[src/rtl/serial_pkg.sv]
// rtl/serial_pkg.sv - shared serial framing types, constants and bit-period helper
package serial_pkg;

  typedef enum logic [1:0] {IDLE, START, DATA, STOP} serial_state_t;

  localparam logic START_BIT = 1'b0;
  localparam logic STOP_BIT  = 1'b1;

  function automatic int bit_period(input int timer_width);
    return 1 << timer_width;
  endfunction

endpackage

[src/rtl/serial_rx_frame.sv]
// rtl/serial_rx_frame.sv - 8N1 frame receiver: rx synchronizer, bit timer, START/DATA/STOP FSM
module serial_rx_frame
  import serial_pkg::*;
#(
  parameter int WordWidth        = 8,
  parameter int SerialTimerWidth = 8
) (
  input  logic                 clk,
  input  logic                 rst,
  input  logic                 rx,
  output logic [WordWidth-1:0] word,
  output logic                 word_valid,
  output logic                 stop_error,
  output logic                 idle,
  output logic                 start_edge
);

  localparam int P  = bit_period(SerialTimerWidth);
  localparam int CW = (WordWidth > 1) ? $clog2(WordWidth) : 1;
  localparam logic [SerialTimerWidth:0] TIMER_FULL = (SerialTimerWidth + 1)'(P);
  localparam logic [SerialTimerWidth:0] TIMER_HALF = (SerialTimerWidth + 1)'(P / 2);
  localparam logic [SerialTimerWidth:0] TIMER_ONE  = (SerialTimerWidth + 1)'(1);

  serial_state_t             state, state_next;
  logic                      rx_meta, rxs, rxs_d;
  logic [SerialTimerWidth:0] timer;
  logic [CW-1:0]             bit_cnt;
  logic                      fall, expire, load_half, load_full, shift_en;

  assign fall       = rxs_d & ~rxs;
  assign expire     = (timer == TIMER_ONE);
  assign idle       = (state == IDLE);
  assign start_edge = idle & fall;

  // Line idles high, so the synchronizer resets to 1 to avoid a false start edge.
  always_ff @(posedge clk or posedge rst) begin
    if (rst) begin
      rx_meta <= 1'b1;
      rxs     <= 1'b1;
      rxs_d   <= 1'b1;
    end else begin
      rx_meta <= rx;
      rxs     <= rx_meta;
      rxs_d   <= rxs;
    end
  end

  always_ff @(posedge clk or posedge rst) begin
    if (rst) state <= IDLE;
    else     state <= state_next;
  end

  always_comb begin
    state_next = state;
    load_half  = 1'b0;
    load_full  = 1'b0;
    shift_en   = 1'b0;
    word_valid = 1'b0;
    stop_error = 1'b0;
    case (state)
      IDLE: begin
        if (fall) begin
          state_next = START;
          load_half  = 1'b1;
        end
      end
      START: begin
        if (expire) begin
          if (rxs == START_BIT) begin
            state_next = DATA;
            load_full  = 1'b1;
          end else begin
            state_next = IDLE;
          end
        end
      end
      DATA: begin
        if (expire) begin
          shift_en  = 1'b1;
          load_full = 1'b1;
          if (bit_cnt == CW'(WordWidth - 1)) state_next = STOP;
        end
      end
      STOP: begin
        if (expire) begin
          state_next = IDLE;
          if (rxs == STOP_BIT) word_valid = 1'b1;
          else                 stop_error = 1'b1;
        end
      end
      default: state_next = IDLE;
    endcase
  end

  // Timer counts down to 1; the sample happens on the cycle it reads 1.
  always_ff @(posedge clk or posedge rst) begin
    if (rst) begin
      timer   <= '0;
      bit_cnt <= '0;
      word    <= '0;
    end else begin
      if (load_half)          timer <= TIMER_HALF;
      else if (load_full)     timer <= TIMER_FULL;
      else if (timer != '0)   timer <= timer - TIMER_ONE;

      if (state == START)     bit_cnt <= '0;
      else if (shift_en)      bit_cnt <= bit_cnt + CW'(1);

      if (shift_en)           word <= {rxs, word[WordWidth-1:1]};
    end
  end

endmodule

[src/rtl/serial_rx_package.sv]
// rtl/serial_rx_package.sv - assembles 2**AddressWidth serial words into one wide package on Q
module serial_rx_package
  import serial_pkg::*;
#(
  parameter int WordWidth        = 8,
  parameter int AddressWidth     = 3,
  parameter int SerialTimerWidth = 8,
  parameter int TimeoutBits      = 32
) (
  input  logic                                 clk,
  input  logic                                 rst,
  input  logic                                 rx,
  output logic [WordWidth*(2**AddressWidth)-1:0] Q,
  output logic                                 finish,
  output logic                                 busy,
  output logic                                 frameError
);

  localparam int Words    = 2 ** AddressWidth;
  localparam int QW       = WordWidth * Words;
  localparam int ToCycles = TimeoutBits * bit_period(SerialTimerWidth);
  localparam int ToW      = $clog2(ToCycles + 1);

  logic [WordWidth-1:0]    word;
  logic                    word_valid, stop_error, idle, start_edge;
  logic [AddressWidth-1:0] index;
  logic [QW-1:0]           stage, stage_wr;
  logic [ToW-1:0]          to_cnt;
  logic                    timeout_hit, last_word;

  serial_rx_frame #(
    .WordWidth       (WordWidth),
    .SerialTimerWidth(SerialTimerWidth)
  ) u_frame (
    .clk       (clk),
    .rst       (rst),
    .rx        (rx),
    .word      (word),
    .word_valid(word_valid),
    .stop_error(stop_error),
    .idle      (idle),
    .start_edge(start_edge)
  );

  // Slot 0 (first word received) occupies the most significant bits.
  always_comb begin
    stage_wr = stage;
    stage_wr[(Words - 1 - int'(index)) * WordWidth +: WordWidth] = word;
  end

  assign last_word   = (index == AddressWidth'(Words - 1));
  assign timeout_hit = idle && (index != '0) && !start_edge && (to_cnt == ToW'(ToCycles - 1));
  assign busy        = (index != '0) || !idle;

  always_ff @(posedge clk or posedge rst) begin
    if (rst) begin
      Q          <= '0;
      finish     <= 1'b0;
      frameError <= 1'b0;
      index      <= '0;
      stage      <= '0;
      to_cnt     <= '0;
    end else begin
      finish     <= 1'b0;
      frameError <= stop_error | timeout_hit;

      // A start edge on the expiry cycle suppresses the abort and clears the count.
      if (idle && (index != '0) && !start_edge && !timeout_hit) to_cnt <= to_cnt + ToW'(1);
      else                                                      to_cnt <= '0;

      if (word_valid) begin
        stage <= stage_wr;
        if (last_word) begin
          Q      <= stage_wr;
          finish <= 1'b1;
          index  <= '0;
        end else begin
          index  <= index + AddressWidth'(1);
        end
      end else if (stop_error || timeout_hit) begin
        index <= '0;
        stage <= '0;
      end
    end
  end

endmodule

[config.mk]
export PLATFORM = sky130hd
export DESIGN_NAME = serial_rx_package
export DESIGN_NICKNAME = d
export VERILOG_FILES = /design/src/rtl/serial_pkg.sv /design/src/rtl/serial_rx_frame.sv /design/src/rtl/serial_rx_package.sv
export SDC_FILE = /design/constraint.sdc
export NUM_CORES = 1
export LEC_CHECK = 0
export CORE_ASPECT_RATIO = 0.8
export CORE_MARGIN = 1.5
export CORE_UTILIZATION = 27
export DETAILED_ROUTE_END_ITERATION = 10
export PLACE_DENSITY = 0.44
export SLEW_MARGIN = 25
export SYNTH_ARGS = -nofsm -noshare
export SYNTH_HDL_FRONTEND = slang
export SYNTH_SLANG_ARGS = --single-unit
[constraint.sdc]
create_clock -name clk -period 5.8 [get_ports clk]
set_input_delay 0.87 -clock clk [delete_from_list [all_inputs] [get_ports clk]]
set_output_delay 0.87 -clock clk [all_outputs]
set_load 0.02 [all_outputs]
==> results.toml <==
[sta]
hold_viol_final = 0
maxSlewHeadroom_pct = 30.68
fin_worst_skew_ns = 0.01606
finalCritPeriodShare_pct = 59.82
fmax_ghz = 0.2882
rsz0062_at_grt = "no"
setup_viol = 0
fin_tns_setup_ns = 0
fin_crit_ns = 3.470
finalMaxSlewViolations = 0
tightest_slew_ns = 1.034

[power_and_ir_drop]
cellLeakagePower_nw = 3.994
power.density_nw_per_um2 = 285.1
ir_drop_uv = 195.9
power_frac_clock_pct = 40.0
seq_power_share_pct = 44.7
swShare_pct = 30.24
p_switching_mw = 0.8823
comb_power_share_pct = 15.2
p_int_mw = 2.035

[setup_path]
reg2reg_depth = 6
cp.required_ns = 4.93
crit_chain = "inv_1 > ha_1 > buf_4 > nor2b_1 > nand2_1 > clkdlybuf4s50_1"
crit_arrival_ns = 2.60
cp_max_fo = 20
critPathTopFamily = "buffers and inverters"
r2r_setup_slack_ns = 2.60
timing.rr.end = "stage[18]$_DFFE_PP0P_"
critPathBufInv = 3
rr_startpoint = "index[0]$_DFFE_PP0P_"
startpoint = "index[0]$_DFFE_PP0P_"
worstSetupEndpointType = "primary output"
cpMaxStageDelayCell = "dfrtp_1"
start_kind = "flop"
critPathKind = "reg -> out"
cpPeakStageDelay_ns = 0.64

[cells_and_area]
finish.instance_area_um2 = 10230
antennaDiodeCount = 0
fin_util_pct = 32.42
fin_nets = 962
layout-area-overhead-vs-synth_pct = 17.75
drive_gt1_share_pct = 6.695

[yosys]
synth_edf_count = 0
syn_inst = 930
yosys-top-cells-area = "dfrtp_1, o21ai_1, a31oi_1, a32oi_1, inv_1"
synth_largest_area_cell = "dfrtp_1"
synth_ff_type = "dfrtp_1"
async_flop_share_pct = 100.0
synth.top_cell.area_share_pct = 48.66
yosysSeqAreaShare_pct = 49.57
yosys_warnings = 0
synth.cell_area_um2 = 8691
synth-seq-cells = 172
postSynthAreaPerCell_um2 = 9.345
ys_types = 61
syn_nets = 949

[floorplan]
coreArea_um2 = 31570
start_util_pct = 27.53
dieHeight_um = 163.5
design.die.area_um2 = 33280
die_width_um = 203.6
num_rows = 58
ios = 70

[clock_tree]
clock_latency_ns = 0.44
cts-buffers-inserted = 17
cts_max_level = 4
cts.sinks = 172
tritoncts = "done"
path_clk_slew_ns = 0.07
cts_hold_buf = 0
postCtsSetupRepairBufs = 0
cts-root-buf = "clkbuf_16"
cts_buffer_depth = 2
post_cts_resized = 0

[hold_path]
hold_depth = 0
hold_path_end = "u_frame.rxs$_DFF_PP1_"
min_from = "u_frame.rx_meta$_DFF_PP1_"
hold_path.class = "reg -> reg"

[drt]
route.detailed.drc = 0
vias = 6961
ant_nets = 0
wl_per_cell_um = 18.10
drt_iter0_markers = 510
routed_wl_um = 24910
drt_pass1_iterations = 5
viasPerCell = 5.059

[place]
hpwl_um = 15380
placedInstanceArea_um2 = 9643
io_buffers = 69
gp_congestion = 0.7600

[global_routing]
grt_use_total_pct = 15.29
grt_pass1_vias = 6556
antenna_found_initial = 0
grt_max_degree = 94
grt_pass1_wl_um = 39250
overflow = 0

[outcome]
outcome = "finished clean"

[job]
drv_cap = 0
[power by group through the flow]
stage / logic [mW] / clock network (mW) / registers, mW
3_5_place_dp: 0.445 / 0 / 1.33
3_3_place_gp: 0.445 / 0 / 1.33
5_1_grt: 0.491 / 1.26 / 1.31
2_1_floorplan: 0.354 / 0 / 1.30
6_report: 0.444 / 1.17 / 1.31
4_1_cts: 0.447 / 1.20 / 1.30
[kinds of logic after synthesis]
group,share of synthesized area (%)
adders and majority gates,2.303
DFF,49.57
xor gates and xnor gates,1.512
muxes,1.656
and+or+nand+nor,14.87
buffers and inverters,7.976
AOI/OAI and AO/OA,22.11
[worst max path at each step]
stage,to,slack (ns),depth (start not counted)
finish,busy,2.33,6
global route,busy,2.20,6
CTS,busy,2.32,6
detailed placement,index[1]$_DFFE_PP0P_,2.68,8
global placement,stage[53]$_DFFE_PP0P_,2.70,6
floorplan,Q[0]$_DFFE_PP0P_,0.27,1
[sequential cells by signal, summed over array words and instances (netlist names), named ones only]
| signal | cells |
|---|---|
| Q | 64 |
| stage | 64 |
| to_cnt | 14 |
| u_frame.timer | 9 |
| u_frame.word | 8 |
| index | 3 |
| u_frame.bit_cnt | 3 |
| finish | 1 |
| frameError | 1 |
| u_frame.rx_meta | 1 |
| u_frame.rxs | 1 |
| u_frame.rxs_d | 1 |
| u_frame.state | 1 |
[Yosys cell counts, types with 17 or more instances]
cell type	instances
a21oi_1	23
a31oi_1	78
a32oi_1	44
buf_2	17
clkbuf_1	57
dfrtp_1	169
inv_1	83
nand2_1	80
nand3_1	43
nor2_1	42
nor3_1	19
o211ai_1	18
o21ai_1	104
[layer usage]
metal	GRT usage [%]	routed length, um	part of all wire, %	vias to the layer above
met5	0	0	0	-
met2	22.00	10700	43	168
met1	23.06	12980	52	3404
li1	-	-	-	3373
met3	3.033	991	4.0	16
met4	3.872	230	0.92	0
[layout make-up]
| type | count | area [um2] |
|---|---|---|
| timing repair buffer | 81 | 780.7 |
| multi-input combinational | 587 | 3715 |
| tap | 420 | 525.5 |
| inverter | 84 | 320.3 |
| fill | 3267 | 21330 |
| clock inverter | 12 | 137.6 |
| clock buffer | 20 | 446.7 |
| sequential | 172 | 4308 |
[layout by cell type, fill, tap and decap left out, drive strengths merged, types with 3 or more instances in the layout]
master and instances:
mux2 3, a221oi 7, nor2 43, a21oi 23
nand3 43, nor3 22, and2 6, xor2 10
nor2b 3, xnor2 5, nand2 80, mux2i 11
clkdlybuf4s50 69, a2111oi 3, a32oi 44, a31oi 79
o21ai 107, and4 5, or3 13, clkinv 3
nor4 5, o32ai 3, dfstp 3, o211ai 18
nand4 6, inv 86, and3 5, dfrtp 169
clkinvlp 5, ha 16, buf 12, clkbuf 20
[metrics by stage]
stage          std cells  hold WS, ns  total power [mW]  setup WS [ns]
4_1_cts             1376       0.3563             2.952          2.323
3_3_place_gp        1344       0.3468             1.772          2.704
5_1_grt             1376       0.3594             3.060          2.202
3_5_place_dp        1344       0.3468             1.772          2.682
6_report            1376       0.3554             2.917          2.330
2_1_floorplan        930       0.3452             1.658         0.2748
Note: power is estimated with default switching activity, not from simulation.
